**src/rtl/sync_fifo_param.sv**
```systemverilog
// sync_fifo_param: single-clock FIFO with registered-read or first-word-fall-through output
module sync_fifo_param #(
  parameter int DATA_WIDTH = 16,
  parameter int DEPTH      = 8,
  parameter int AF_TH      = DEPTH - 2,
  parameter int AE_TH      = 2,
  parameter int FWFT       = 0
) (
  input  logic                         clk,
  input  logic                         rst_n,
  input  logic [DATA_WIDTH-1:0]        data_in,
  input  logic                         wr_en,
  input  logic                         rd_en,
  output logic [DATA_WIDTH-1:0]        data_out,
  output logic                         valid_out,
  output logic                         wr_ack,
  output logic                         overflow,
  output logic                         underflow,
  output logic                         full,
  output logic                         empty,
  output logic                         almostfull,
  output logic                         almostempty,
  output logic [$clog2(DEPTH+1)-1:0]   count
);
  localparam int CW = $clog2(DEPTH + 1);
  localparam int PW = $clog2(DEPTH);
  logic [DATA_WIDTH-1:0] mem [DEPTH];
  logic [PW-1:0] wr_ptr, rd_ptr;
  logic wr_acc, rd_acc;
  // Acceptance depends only on occupancy at the edge, so a full FIFO still reads and an empty one still writes
  always_comb begin
    wr_acc      = wr_en && (count != CW'(DEPTH));
    rd_acc      = rd_en && (count != '0);
    full        = count == CW'(DEPTH);
    empty       = count == '0;
    almostfull  = count >= CW'(AF_TH);
    almostempty = count <= CW'(AE_TH);
  end
  // Storage is left unreset; entries are only ever read after being written
  always_ff @(posedge clk)
    if (wr_acc) mem[wr_ptr] <= data_in;
  // Pointers wrap explicitly at DEPTH-1 so non-power-of-two depths work
  always_ff @(posedge clk or negedge rst_n)
    if (!rst_n) begin
      wr_ptr    <= '0;
      rd_ptr    <= '0;
      count     <= '0;
      wr_ack    <= 1'b0;
      overflow  <= 1'b0;
      underflow <= 1'b0;
    end else begin
      if (wr_acc) wr_ptr <= (wr_ptr == PW'(DEPTH - 1)) ? '0 : wr_ptr + 1'b1;
      if (rd_acc) rd_ptr <= (rd_ptr == PW'(DEPTH - 1)) ? '0 : rd_ptr + 1'b1;
      count     <= (wr_acc && !rd_acc) ? count + 1'b1 : (rd_acc && !wr_acc) ? count - 1'b1 : count;
      wr_ack    <= wr_acc;
      overflow  <= wr_en && !wr_acc;
      underflow <= rd_en && !rd_acc;
    end
  if (FWFT != 0) begin : g_fwft
    // Head word is presented continuously; masked to zero while empty so reset shows zero
    always_comb begin
      data_out  = empty ? '0 : mem[rd_ptr];
      valid_out = !empty;
    end
  end else begin : g_reg
    // Registered read: head word captured on an accepted pop, valid for exactly one cycle
    always_ff @(posedge clk or negedge rst_n)
      if (!rst_n) begin
        data_out  <= '0;
        valid_out <= 1'b0;
      end else begin
        if (rd_acc) data_out <= mem[rd_ptr];
        valid_out <= rd_acc;
      end
  end
endmodule

```
**config.mk**
```make
export PLATFORM = sky130hd
export DESIGN_NAME = sync_fifo_param
export DESIGN_NICKNAME = d
export VERILOG_FILES = /design/src/rtl/sync_fifo_param.sv
export SDC_FILE = /design/constraint.sdc
export NUM_CORES = 1
export LEC_CHECK = 0
export ABC_AREA = 1
export BUFFER_PORTS_ARGS = -buffer_cell sky130_fd_sc_hd__buf_2
export CORE_ASPECT_RATIO = 0.75
export CORE_MARGIN = 3
export CORE_UTILIZATION = 30
export DETAILED_ROUTE_END_ITERATION = 12
export PLACE_DENSITY = 0.45
export SLEW_MARGIN = 40
export SYNTH_ARGS = -nofsm -noshare
export SYNTH_HDL_FRONTEND = slang
export SYNTH_SLANG_ARGS = --single-unit
```
**constraint.sdc**
```tcl
create_clock -name clk -period 6.87 [get_ports clk]
set_input_delay 1.374 -clock clk [delete_from_list [all_inputs] [get_ports clk]]
set_output_delay 1.374 -clock clk [all_outputs]
set_load 0.03 [all_outputs]
```
* After elaboration in Yosys (flattened, before gate mapping)
Memory sizes are Yosys's and may differ from the RTL's. A register that Yosys moved wholly into a read port is not among the register bits.
Index checks and enable logic that the tools add are counted.
** Cells by class
- Add/subtract/negate cells :: 4
- Magnitude comparators :: 2
- Equality and inequality tests :: 4
- Muxes and demuxes :: 6
- Reduce and logical (&&, ||, !) cells :: 12
** Operator list (count)
- 4-bit 2-to-1 mux :: 2
- 3-bit by 1-bit adder with 3-bit output (second input constant) :: 2
- 3-bit equality test (second input constant) :: 2
- 1-bit logical AND :: 6
- 3-bit 2-to-1 mux :: 2
- 4-bit by 1-bit adder with 4-bit output (second input constant) :: 1
- 4-bit equality test (second input constant) :: 1
- 4-bit by 3-bit greater-or-equal comparator with 1-bit output (second input constant) :: 1
- 4-bit by 2-bit less-or-equal comparator with 1-bit output (second input constant) :: 1
- 4-bit zero test :: 1
- 4-bit inequality test (second input constant) :: 1
- 4-bit nonzero test :: 1
- 4-bit by 1-bit subtractor with 4-bit output (second input constant) :: 1
- 1-bit zero test :: 3
- 1-bit 2-to-1 mux :: 2
- 2-bit nonzero test :: 1
** Word-level totals
- Flip-flop bits (word level) :: 14
- Memory bits (writable) :: 128
- Input bits :: 20
- Output and inout port bits :: 28
- Word-level logic and storage cells :: 36
- Memories :: 1
** Memories
- mem :: words 8, bits a word 16, rd ports 1, clocked after memory_dff 1, wr ports 1, line 27 : logic [DATA_WIDTH-1:0] mem [DEPTH];

* Longest topological paths before layout
Gate-level depths: netlist (run 1).
- Depth in word-level cells :: 6
- Depth in mapped cells :: 14
- Depth with buffers taken out :: 14

* Worst setup path after synthesis (run 1)
Ideal clock, no wire load.
- Path kind :: input to register
- Start :: input wr_en
- End :: memory mem[6][0], enable pin
- Setup time :: 0.409 ns
- Data arrival time :: 2.620 ns
- Required time :: 6.461 ns
- Path slack :: 3.841 ns
- Stages on the path :: 2
- Path buffers :: 0
- Path through :: nand2_2 nor3_1
** Between the ends
- Longest elaborated chain between the ends :: 3
** Ends and longest elaborated chain
- start, declared :: line 12 : input logic wr_en,
- 1-bit logical AND :: line 32 : wr_acc = wr_en && (count != CW'(DEPTH));
- 1-bit 2-to-1 mux :: line 41 : if (wr_acc) mem[wr_ptr] <= data_in;
- 1-bit 2-to-1 mux (not written as such) :: line 41
- end, declared :: line 27
Every way passes these cells.

* Final worst setup path (run 1)
- Start :: register count[0]
- End :: output full
** Between the ends
- Longest elaborated chain between the ends :: 1
** Ends and longest elaborated chain
- start, declared :: line 23 : output logic [$clog2(DEPTH+1)-1:0] count
- start signal, assigned :: line 54 : count <= (wr_acc && !rd_acc) ? count + 1'b1 : (rd_acc && !wr_acc) ? count - 1'b1 : count;
- 4-bit equality test :: line 34 : full = count == CW'(DEPTH);
- end, declared :: line 19 : output logic full,
Every way passes these cells.

==> results of run 1 <==
[worst min-delay path: cells and delay by family, from the launching register on]
| family | cells | cell delay (ns) |
|---|---|---|
| DFF | 1 | 0.35 |
| and+or+nand+nor | 2 | 0.11 |
[cells by family (layout without fill, tap and decap cells)]
group | after synthesis | count (layout) | synth area share [%]
AND/OR/NAND/NOR | 334 | 334 | 20.7
XOR/XNOR | 3 | 3 | 0.385
adder cells (fa/ha/maj) | 8 | 8 | 1.58
flip-flops | 158 | 158 | 67.3
AO/OA/AOI/OAI | 7 | 7 | 0.678
buffers and inverters | 141 | 205 | 9.40
[state kept, by name, indices dropped and copies added (netlist names)]
| signal | count |
|---|---|
| mem | 128 |
| data_out | 16 |
| count | 4 |
| rd_ptr | 3 |
| wr_ptr | 3 |
| overflow | 1 |
| underflow | 1 |
| valid_out | 1 |
| wr_ack | 1 |
[layer usage]
layer  vias up  share of wire [%]  track usage [%]
li1       2190                  -                -
met1      2080                 48             19.3
met2        94                 45             21.7
met3        16                5.4             2.82
met4         0                1.2             4.86
met5         -                  0                0
[worst min-delay path by stage]
stage | from | to | slack (ns) | cells past startpoint
after floorplan | rd_ptr[1] | rd_ptr[1] | 0.56 | 3
after global placement | data_out[13] | data_out[13] | 0.47 | 2
after detailed placement | data_out[2] | data_out[2] | 0.48 | 2
after CTS | data_out[2] | data_out[2] | 0.49 | 2
after global routing | data_out[9] | data_out[9] | 0.52 | 2
final | data_out[9] | data_out[9] | 0.49 | 2
[cells in the final DEF (no fill, tap or decap), drive strengths merged]
master,count
inv,113
ha,7
edfxtp,128
xnor2,2
dfrtp,30
nor2,8
clkinv,5
clkinvlp,3
clkbuf,21
nand2,217
o21ai,7
or2,1
nand3,100
fa,1
nor3,8
bufinv,4
buf,59
xor2,1
[power groups by stage]
stage | Clock, W | Sequential [W] | Combinational [W]
final | 0.000998 | 0.00135 | 0.00118
after global routing | 0.00106 | 0.00137 | 0.00134
after CTS | 0.00102 | 0.00135 | 0.00120
after detailed placement | 0 | 0.00137 | 0.00120
after global placement | 0 | 0.00136 | 0.00118
after floorplan | 0 | 0.00145 | 0.000775
[final cells by class]
cell class                 count  area (um2)  area share (%)
clock buffer                  21         460            5.77
clock inverter                11         165            2.07
inverter                     114         433            5.42
multi-input combinational    352        1630            20.5
sequential                   158        4600            57.6
tap                          294         368            4.61
timing repair buffer          59         328            4.11
[metrics by stage]
stage / instance area (um2) / power [W] / utilization [%] / instances
finish: 7990 / 0.00353 / 35.9 / 1009
global route: 7990 / 0.00377 / 35.9 / 1009
CTS: 7980 / 0.00358 / 35.9 / 1009
detailed placement: 7360 / 0.00257 / 33.1 / 977
global placement: 7360 / 0.00254 / 33.1 / 977
floorplan: 6830 / 0.00223 / - / 651
==> flow_summary.ini, run 1 <==
[critical_path]
rrSetupSlack_ns = 4.46
r2r_cells = 12
crit_path_end_kind = output pin
cp_max_fo = 6
worstPathCellList = nor2_2, nand3_2, inv_1, buf_2
crit_buf_inv = 2
crit_cells = 4
start_kind = flip-flop
r2r_end = count[3]
crit_arrival_ns = 1.45
max_stage_delay_ns = 0.48
worstSetupPathType = reg2out
critPathSlowestCell = dfrtp_1
crit_family = flip-flops
r2r_start = count[0]
crit_required_ns = 5.50
crit_end = full
startpoint = count[0]

[grt]
grt_use_total_pct = 13.8
grt_max_degree = 67
antenna_found_initial = 0
grt_pass1_wl_um = 25600
grt_overflow = 0
grt_pass1_vias = 4481

[routing]
final_antenna_net_count = 0
drtIter0Drc = 322
wl_per_cell_um = 16.1
drc = 0
num_vias = 4380
viasPerCell = 4.34
wl_um = 16300
dr.pass1.iters = 4

[sta]
hold_viol = 0
holdWs_ns = 0.488
max_freq_ghz = 0.354
slew_viol_final = 0
fin_crit_sh_pct = 41.2
finalSetupViolations = 0
fin_tns_setup_ns = 0
worst_pin_slew_ns = 0.758
finClkSkew_ns = 0.0100
rsz0062_at_grt = no
setup_ws_ns = 4.04
post-route-min-period_ns = 2.83
maxSlewHeadroom_pct = 49.4

[yosys]
ys_ff_latch = 158
synth_edf_count = 128
syn_area_um2 = 6830
synth.top_cells.by_count = nand2_1, edfxtp_1, inv_1
synth_flop_cell = edfxtp_1
synth_top_area_share_pct = 56.3
yosys-top-cells-area = edfxtp_1, nand2_1, dfrtp_1
synth_area_leader_cell = edfxtp_1
async_flop_share_pct = 19.0
post-synth-top-count-cell = nand2_1
syn_avg_cell_area_um2 = 10.5
ys_warn_count = 0
yosysUniqueCellTypes = 27
netlist_instances = 651
synth-seq-area-share_pct = 67.3
syn_nets = 679

[power_and_ir_drop]
internal-power_w = 0.00220
switching_share_pct = 37.7
p_comb_share_pct = 33.5
p_clk_share_pct = 28.3
p_seq_share_pct = 38.2
vdd_drop_max_uv = 168
p_leak_nw = 3.55
power_density_nw_per_um2 = 442
power_switching_w = 0.00133

[clocking]
root_buffer = clkbuf_16
clock_latency_ns = 0.42
cts.repair.resized = 0
clockBufferDepth = 2
cts_tree = yes
cts_setup_buffers = 0
holdBufCountCts = 0
clkTransAtPathRegs_ns = 0.06
cts_sinks = 158
cts_buffers = 17
cts.htree.levels = 4

[final_layout]
syn2layout_area_growth_pct = 16.9
nets = 730
diodes = 0
fill_cells = 2233
layout-drive-gt1-share_pct = 15.5

[status]
outcome = finished, final reports clean

[die]
die_h_um = 137
die_w_um = 180
core_um2 = 22200
die_area_um2 = 24600
start_util_pct = 30.7
rows = 47
pin_count = 48

[place]
dp_slack_ns = 3.77
port-buffer-count = 47
place_hpwl_um = 9120
gp_congestion = 0.732

[job]
drv_cap = 0

[hold_path]
hp-class = reg2reg
No activity file was read; power rests on OpenSTA's default activity.
==> run 2, diff against run 1 <==
--- a/config.mk
+++ b/config.mk
@@ -11,7 +11,7 @@
 export CORE_MARGIN = 3
 export CORE_UTILIZATION = 30
 export DETAILED_ROUTE_END_ITERATION = 12
-export PLACE_DENSITY = 0.45
+export PLACE_DENSITY = 0.47
 export SLEW_MARGIN = 40
 export SYNTH_ARGS = -nofsm -noshare
 export SYNTH_HDL_FRONTEND = slang
==> constraint.sdc (replaced) <==
create_clock -name clk -period 2.57 [get_ports clk]
set_input_delay 0.514 -clock clk [delete_from_list [all_inputs] [get_ports clk]]
set_output_delay 0.514 -clock clk [all_outputs]
set_load 0.03 [all_outputs]
==> run 2 against run 1 <==
First-iteration DRC count rose by 29%. Hold slack lost 0.43 ns. Largest cell class unchanged. Sequential power rose to 2.6 times the previous value. Critical path type is now reg2reg. Final cell count is 0.59% higher. Register-to-register slack lost 4.1 ns. Cell area increased by 0.38%. Core utilization increased by 0.14 points. Clock-buffer cell count is 2 lower. Global-route usage shrank 0.063 points.
==> flow_summary.ini, run 2 (synthesis gave the netlist of run 1 again) <==
[clocking]
clkTransAtPathRegs_ns = 0.06
cts_setup_buffers = 0
root_buffer = clkbuf_16
clock_latency_ns = 0.42
cts.htree.levels = 4
holdBufCountCts = 0
cts_sinks = 158
cts_tree = yes
cts_buffers = 17
cts.repair.resized = 0
clockBufferDepth = 2

[power_and_ir_drop]
p_leak_nw = 3.56
p_comb_share_pct = 34.9
switching_share_pct = 38.2
vdd_drop_max_uv = 458
p_clk_share_pct = 27.3
power_switching_w = 0.00357
power_density_nw_per_um2 = 1170
internal-power_w = 0.00579
fin_total_pwr_w = 0.00936
p_seq_share_pct = 37.9

[routing]
dr.pass1.iters = 5
drtIter0Drc = 414
wl_um = 16000
final_antenna_net_count = 0
wl_per_cell_um = 15.8
num_vias = 4442
viasPerCell = 4.38
drc = 0

[sta]
finalSetupViolations = 0
fin_tns_setup_ns = 0
rsz0062_at_grt = no
finClkSkew_ns = 0.00688
max_freq_ghz = 0.451
post-route-min-period_ns = 2.22
setup_ws_ns = 0.352
hold_viol = 0
fin_crit_sh_pct = 86.3
slew_viol_final = 0
worst_pin_slew_ns = 0.827
maxSlewHeadroom_pct = 44.5

[place]
placed_area_um2 = 7410
place_hpwl_um = 9090
gp_congestion = 0.744
port-buffer-count = 47
dp_slack_ns = 0.349

[die]
pin_count = 48
die_area_um2 = 24600
rows = 47
die_h_um = 137
start_util_pct = 30.7
die_w_um = 180
core_um2 = 22200

[critical_path]
r2r_cells = 13
critPathMostFrequentCell = nand2_1
critPathSlowestCell = dfrtp_1
crit_path_end_kind = flip-flop
worstPathCellList = nor2_2, nand3_2, nand2_2, inv_2, ha_1, inv_1, ha_1, or2_2, nand2_1, nand2_1, nand2_1, nand2_1, nand2_1
worstSetupPathType = reg2reg
start_kind = flip-flop
cp_max_fo = 8
crit_required_ns = 2.94
crit_arrival_ns = 2.58
max_stage_delay_ns = 0.47

[final_layout]
diodes = 0
reg.largest.list = mem (128), data_out (16), count (4)
fill_cells = 2228
nets = 736
largest_reg_flops = 128
finalCoreUtilization_pct = 36.1
regMostFlops = mem
mostFrequentLayoutCells = nand2_1, edfxtp_1, inv_1, nand3_1, buf_2
layout_commonest_cell = nand2_1
layout-drive-gt1-share_pct = 16.2
syn2layout_area_growth_pct = 17.3
fin_area_um2 = 8020

[grt]
grt_pass1_wl_um = 25500
grt_overflow = 0
grt_pass1_vias = 4411
antenna_found_initial = 1
grt_use_total_pct = 13.8
grt_max_degree = 67

[hold_path]
hp-class = in2async

[status]
outcome = finished, final reports clean

[job]
drv_cap = 0
## run 2: changes by cell type in the layout (fill, tap and decap cells not counted)
cell	previous run	this run
dfrtp_1	28	29
clkinv_2	2	1
clkinv_1	2	1
bufinv_16	4	3
inv_6	1	2
buf_4	13	18
dfrtp_2	2	1
clkinvlp_4	3	6
clkbuf_8	2	0
buf_12	0	1
clkinv_4	1	2
## run 2: cell type report
type | count | area (um2) | area share, %
inverters | 114 | 433 | 5.40
repair buffers | 65 | 385 | 4.81
flip-flops and latches | 158 | 4600 | 57.3
clock inverters | 13 | 166 | 2.08
well taps | 294 | 368 | 4.59
multi-input cells | 352 | 1630 | 20.4
clock buffers | 19 | 433 | 5.40
## run 2: power groups by stage
stage               clock network, W  logic [W]  registers [W]
floorplan                          0    0.00207        0.00388
global placement                   0    0.00326        0.00359
detailed placement                 0    0.00330        0.00360
CTS                          0.00262    0.00332        0.00355
global route                 0.00274    0.00368        0.00361
finish                       0.00255    0.00326        0.00355
## run 2: metal layers
metal / GRT usage [%] / share of wire, % / up-vias
met1: 18.9 / 48 / 2123
met4: 4.09 / 0.75 / 2
met2: 21.6 / 45 / 105
met5: 0 / 0.081 / -
met3: 3.61 / 6.1 / 13
li1: - / - / 2199
## run 2: final timing paths
| check | start | end | slack, ns |
|---|---|---|---|
| worst max-delay path | count[0] | count[3] | 0.35 |
| worst min-delay path | rst_n | data_out[2] | 0.05 |
| worst max register to register | count[0] | count[3] | 0.35 |
| worst min register to register | data_out[11] | data_out[11] | 0.47 |
| max in group asynchronous | rst_n | rd_ptr[0] | 2.14 |
| min in group clk | wr_en | overflow | 0.32 |
## run 2: worst max-delay path: cells and delay by family (launching register included)
| family | cells | cell delay (ns) |
|---|---|---|
| flip-flops | 1 | 0.47 |
| AND/OR/NAND/NOR | 9 | 0.98 |
| adder cells (fa/ha/maj) | 2 | 0.50 |
| buffers and inverters | 2 | 0.20 |
## run 2: through the flow
stage / std cells / hold WS [ns]
finish: 1015 / 0.0549
global route: 1015 / 0.0673
CTS: 1015 / 0.213
detailed placement: 983 / 0.465
global placement: 983 / 0.462
floorplan: 651 / 0.218
